===== config.mk =====
export PLATFORM = sky130hd
export DESIGN_NAME = fifo_serial_tx
export DESIGN_NICKNAME = d
export VERILOG_FILES = /design/src/rtl/fifo_serial_tx.sv
export SDC_FILE = /design/constraint.sdc
export NUM_CORES = 1
export LEC_CHECK = 0
export ABC_AREA = 1
export BUFFER_PORTS_ARGS = -buffer_cell sky130_fd_sc_hd__clkbuf_2
export CORE_UTILIZATION = 30
export DETAILED_ROUTE_END_ITERATION = 8
export PLACE_DENSITY = 0.44
export SLEW_MARGIN = 20
export SYNTH_ARGS = -nofsm -noshare
export SYNTH_HDL_FRONTEND = slang
export SYNTH_SLANG_ARGS = --single-unit

===== constraint.sdc =====
create_clock -name clock -period 1.7 [get_ports clock]
set_clock_uncertainty 0.05 [all_clocks]
set_input_delay 0.17 -clock clock [delete_from_list [all_inputs] [get_ports clock]]
set_output_delay 0.17 -clock clock [all_outputs]
set_load 0.02 [all_outputs]

===== src/rtl/fifo_serial_tx.sv =====
// FIFO-fed serial transmitter: fetches one byte per frame and sends start, 8 data bits LSB first, stop.
// Define FIFO_SERIAL_TX_PARITY_EN to insert an even-parity bit between the data bits and the stop bit.
module fifo_serial_tx #(
    parameter int CLKS_PER_BIT = 16
) (
    input  logic       clock,
    input  logic       reset,
    input  logic [7:0] fifo_data,
    input  logic       fifo_empty,
    input  logic       tx_enable,
    output logic       fifo_read_n,
    output logic       tx,
    output logic       busy,
    output logic       frame_done,
    output logic [2:0] debug_state
);

    typedef enum logic [2:0] {
        IDLE   = 3'd0,
        FETCH  = 3'd1,
        LOAD   = 3'd2,
        START  = 3'd3,
        DATA   = 3'd4,
`ifdef FIFO_SERIAL_TX_PARITY_EN
        PARITY = 3'd5,
`endif
        STOP   = 3'd6
    } state_t;

    localparam logic [15:0] LAST_CNT     = 16'(CLKS_PER_BIT - 1);
    localparam logic [15:0] PRE_LAST_CNT = 16'(CLKS_PER_BIT - 2);

    state_t      state;
    logic [15:0] baud_cnt;
    logic [2:0]  bit_cnt;
    logic [7:0]  shift_reg;
    logic        bit_end;
`ifdef FIFO_SERIAL_TX_PARITY_EN
    logic        parity_bit;
`endif

    assign bit_end     = (baud_cnt == LAST_CNT);
    assign debug_state = state;

    // Outputs are assigned together with the state transition so they line up with the state.
    always_ff @(posedge clock or posedge reset) begin
        if (reset) begin
            state       <= IDLE;
            tx          <= 1'b1;
            fifo_read_n <= 1'b1;
            busy        <= 1'b0;
            frame_done  <= 1'b0;
            shift_reg   <= 8'd0;
            bit_cnt     <= 3'd0;
            baud_cnt    <= 16'd0;
`ifdef FIFO_SERIAL_TX_PARITY_EN
            parity_bit  <= 1'b0;
`endif
        end else begin
            frame_done <= 1'b0;
            case (state)
                IDLE: begin
                    baud_cnt <= 16'd0;
                    if (tx_enable && !fifo_empty) begin
                        state       <= FETCH;
                        fifo_read_n <= 1'b0;
                        busy        <= 1'b1;
                    end
                end
                FETCH: begin
                    state       <= LOAD;
                    fifo_read_n <= 1'b1;
                end
                LOAD: begin
                    shift_reg <= fifo_data;
`ifdef FIFO_SERIAL_TX_PARITY_EN
                    parity_bit <= ^fifo_data;
`endif
                    bit_cnt   <= 3'd0;
                    baud_cnt  <= 16'd0;
                    state     <= START;
                    tx        <= 1'b0;
                end
                START: begin
                    if (bit_end) begin
                        baud_cnt <= 16'd0;
                        state    <= DATA;
                        tx       <= shift_reg[0];
                    end else begin
                        baud_cnt <= baud_cnt + 16'd1;
                    end
                end
                DATA: begin
                    if (bit_end) begin
                        baud_cnt  <= 16'd0;
                        shift_reg <= {1'b0, shift_reg[7:1]};
                        if (bit_cnt == 3'd7) begin
                            bit_cnt <= 3'd0;
`ifdef FIFO_SERIAL_TX_PARITY_EN
                            state   <= PARITY;
                            tx      <= parity_bit;
`else
                            state   <= STOP;
                            tx      <= 1'b1;
`endif
                        end else begin
                            bit_cnt <= bit_cnt + 3'd1;
                            tx      <= shift_reg[1];
                        end
                    end else begin
                        baud_cnt <= baud_cnt + 16'd1;
                    end
                end
`ifdef FIFO_SERIAL_TX_PARITY_EN
                PARITY: begin
                    if (bit_end) begin
                        baud_cnt <= 16'd0;
                        state    <= STOP;
                        tx       <= 1'b1;
                    end else begin
                        baud_cnt <= baud_cnt + 16'd1;
                    end
                end
`endif
                STOP: begin
                    // frame_done is registered, so it is raised one count early to land on the last cycle.
                    if (bit_end) begin
                        baud_cnt <= 16'd0;
                        state    <= IDLE;
                        busy     <= 1'b0;
                    end else begin
                        baud_cnt <= baud_cnt + 16'd1;
                        if (baud_cnt == PRE_LAST_CNT) frame_done <= 1'b1;
                    end
                end
                default: begin
                    state <= IDLE;
                    tx    <= 1'b1;
                    busy  <= 1'b0;
                end
            endcase
        end
    end

endmodule


==> summary.txt <==
Final layout
  – Area used by multi-input combinational logic: between 1000 and 1500 um^2
  – FILL cells: 739
  – Register area: 853.3 um^2
  – Leading cell type in the layout, fill and taps excluded: nand2_1
  – Inserted Diodes: 0
  – Layout cells sized above 1: 23.05%
  – Synth-to-Final Area Change: 20.52%
  – Post-layout nets: 349
  – Number of non-filler instances in the completed layout: 430
  – Commonest cells after routing, fill and taps aside: 122 x nand2_1, 32 x dfrtp_1, 31 x nand3_1, 26 x nor2_1, 23 x buf_4
  – Max FFs per register: 16

CTS
  – Cell at the root of the clock tree: clkbuf_8
  – TritonCTS clock tree: done
  – Number of clock sinks: 34
  – Bufs on Longest Clock Path: 2
  – Source-to-sink clock delay at the later pin of the worst-skew pair: 0.29 ns
  – Clk pin slew, worst setup/hold paths: ~0.080 ns
  – H-tree level count: 2
  – Number of CTS-inserted buffers: 5

Power
  – Comb pwr share: 3.4%
  – Maximum vdd ir drop: 0.2346 mV
  – Switch share: a little under a quarter
  – Cell Pwr Density: 592.7 nW/um^2
  – Relative contribution of sequential cells to total power: between 50% and 60%
  – P_int: 1166 uW
  – Post-layout total power: 1516 uW
  – Clock network fraction of total power: 42.3%
  – Pleak: 0.001369 uW
  – Psw: about 350 uW

Critical path
  – Worst endpoint data arrival time: 1.65 ns
  – Cell chain of the critical path: ha_2 > nand3_2 > nor2_4 > nand2_1 > nand2_4 > buf_4 > o21ai_2
  – Count of cells along the worst register-to-register path: 7
  – Data required, critical path: 1.82 ns
  – Top cell family by delay on the critical path: simple AND/OR/NAND/NOR gates
  – Endpoint of the worst-slack reg-to-reg timing path: baud_cnt[2]
  – CP max stage delay: roughly 0.37 ns
  – Type of destination of the critical path: flop
  – Setup slack of the most critical reg-to-reg path: 0.17 ns
  – R2R Path Start: baud_cnt[0]
  – Worst Path Class, Setup: flop to flop
  – Worst path bufs/invs: 1
  – Nature of the critical path startpoint: flop
  – Maximum fanout along the worst path: 9
  – Standard cell with the maximum stage delay on the critical path: dfrtp_1

STA
  – Slew margin rel.: 69.01%
  – Upper clock frequency limit: about 650 MHz
  – Final cycle utilization of the critical path: 89.98%
  – Min Hold Slack: 0.07333 ns
  – Number of slew-limit violations in the final report: 0
  – Setup TNS: 0 ns
  – Measured slew at the worst slew-check pin: 0.4648 ns
  – Time the final worst path needs with I/O delays and setup: around 1.5 ns
  – Count of final setup violators: 0
  – Number of hold-slack violations in the final timing report: 0
  – RSZ-0062 raised after global routing: false

Synthesis
  – Most used DFF post-synth: dfrtp_1
  – Synthesized net count: 307
  – Synthesized area per cell: 7.292 um^2
  – Cells taking the most area after synthesis: dfrtp_1 38%, nand2_1 22%, nand3_1 7.3%
  – Number of distinct library cells after synthesis: 28
  – Fraction of synthesized cell area taken by the top area cell type: a little under two fifths
  – EDFF count, synth: 0
  – #FFs+latches synth: 34
  – Fraction of registers with async set or reset after synthesis: 100.0%
  – Cell area after synthesis: 2122 um^2
  – Synthesis warning total: 0
  – Sequential element share of the synthesized area: 40.21%
  – Gate count of the mapped netlist: 291
  – Leading area contributor after synthesis: dfrtp_1

Global route
  – GRT overflow: 0
  – Number of global-route vias before repair: 1,824
  – Number of antenna violations at the first check in global routing: 0
  – Global-route wire length before repair: 8.769 mm
  – Global-route total usage across every layer: around 15%
  – Pin count of the biggest net entering global routing: 35

Run
  – MaxCap Viol Count: 0

Route
  – Number of DRC markers in iteration 0: 89
  – Total DRC errors in the routed layout: 0
  – Via density per instance: about 4.5
  – Number of nets still failing antenna checks after routing: 0
  – Total iterations of the first detailed-routing run: 4
  – Final routed wire length divided by cell count: 11.71 um
  – Via total after detailed routing: 1,923
  – Detailed-route wire length: 5.036 mm

Die
  – Die outline height: 86.11 um
  – Placeable core region: 6832 um^2
  – Width of the chip: 86.11 um
  – Die area: between 7000 and 8000 um^2
  – Starting utilization of the core area: 31.06%
  – Top-level port count: 19
  – Number of placement rows: 30

Hold path
  – Hold path depth: 3
  – WHS Endpoint: shift_reg[7]
  – Hold_sp: fifo_data[7]
  – Path category of the worst min-delay check: primary input to flop

Place
  – Global placement routability congestion: 0.7678
  – Post-DP HPWL: approximately 3.6 mm
  – IO Port Bufs: 18
  – Number of placed instances with taps included: 416

Status
  – Outcome: finished, final reports clean
==> how the worst max path moves through the flow <==
stage | startpoint | end | slack [ns] | cells after the start
floorplan | debug_state[0] | bit_cnt[0] | 0.24 | 8
global placement | baud_cnt[1] | baud_cnt[2] | 0.14 | 7
detailed placement | baud_cnt[1] | baud_cnt[2] | 0.09 | 7
CTS | baud_cnt[1] | baud_cnt[2] | 0.08 | 7
global route | baud_cnt[13] | shift_reg[4] | 0.05 | 7
finish | baud_cnt[0] | baud_cnt[2] | 0.17 | 7
==> synth_stat cells, types with 2 or more instances <==
library cell	number
buf_2	5
nor2_1	26
nor3_1	2
nand2_4	3
xor2_1	3
inv_1	18
nand2_1	122
xnor2_1	2
o21bai_1	2
dfstp_2	2
ha_1	4
dfrtp_1	32
nand4_1	5
nand3_1	31
inv_2	5
o21ai_2	7
nand3_2	6
o21ai_0	6
==> logic make-up after synthesis <==
group / Yosys count / share of synthesized area, %
flip-flops: 34 / 40.21
adder cells (fa/ha/maj): 4 / 2.359
XOR/XNOR: 5 / 2.064
AND/OR/NAND/NOR: 200 / 42.34
buffers and inverters: 31 / 7.016
AO/OA/AOI/OAI: 17 / 6.014
==> worst reg2reg max path: stages (launching register included) <==
cell and delay (ns):
dfrtp_1 0.37, ha_2 0.22, nand3_2 0.11, nor2_4 0.16, nand2_1 0.15, nand2_4 0.17, buf_4 0.15, o21ai_2 0.05
==> area by class of cell <==
cell class                      instances  share of cell area (%)
Multi-Input combinational cell        226                   44.08
Sequential cell                        34                   33.37
Timing Repair Buffer                   42                   10.67
Tap cell                               96                   4.697
Inverter                               24                   3.620
Clock buffer                            7                   3.376
Clock inverter                          1                  0.1957
==> metal layers <==
metal / vias up / track usage, % / share of wire, %
li1: 1010 / - / -
met1: 886 / 22.02 / 51
met2: 22 / 23.09 / 46
met3: 5 / 2.887 / 2.3
met4: 0 / 3.636 / 0.77
met5: - / 0 / 0
==> metrics by stage <==
| stage | area [um^2] | util (%) | setup slack [ns] |
|---|---|---|---|
| global placement | 2411 | 35.29 | 0.1429 |
| finish | 2557 | 37.44 | 0.1703 |
| CTS | 2512 | 36.78 | 0.08081 |
| floorplan | 2122 | - | 0.2354 |
| global route | 2557 | 37.44 | 0.04500 |
| detailed placement | 2411 | 35.29 | 0.09455 |
==> power by group through the flow <==
stage / registers, uW / clock network [uW] / logic [uW]
floorplan: 840 / 0 / 26.6
global placement: 840 / 0 / 52.2
detailed placement: 839 / 0 / 51.9
CTS: 824 / 668 / 54.1
global route: 825 / 701 / 61.5
finish: 824 / 641 / 51.0
==> timing repair <==
action / 4_1_cts / 5_1_grt
buffers inserted: 0 / 5
hold buffers: 1 / 0
resized for setup: 0 / 2
endpoints found under the setup margin: 0 / 11
hold endpoints to repair: 32 / 0
Note: power is estimated with default switching activity, not from simulation.
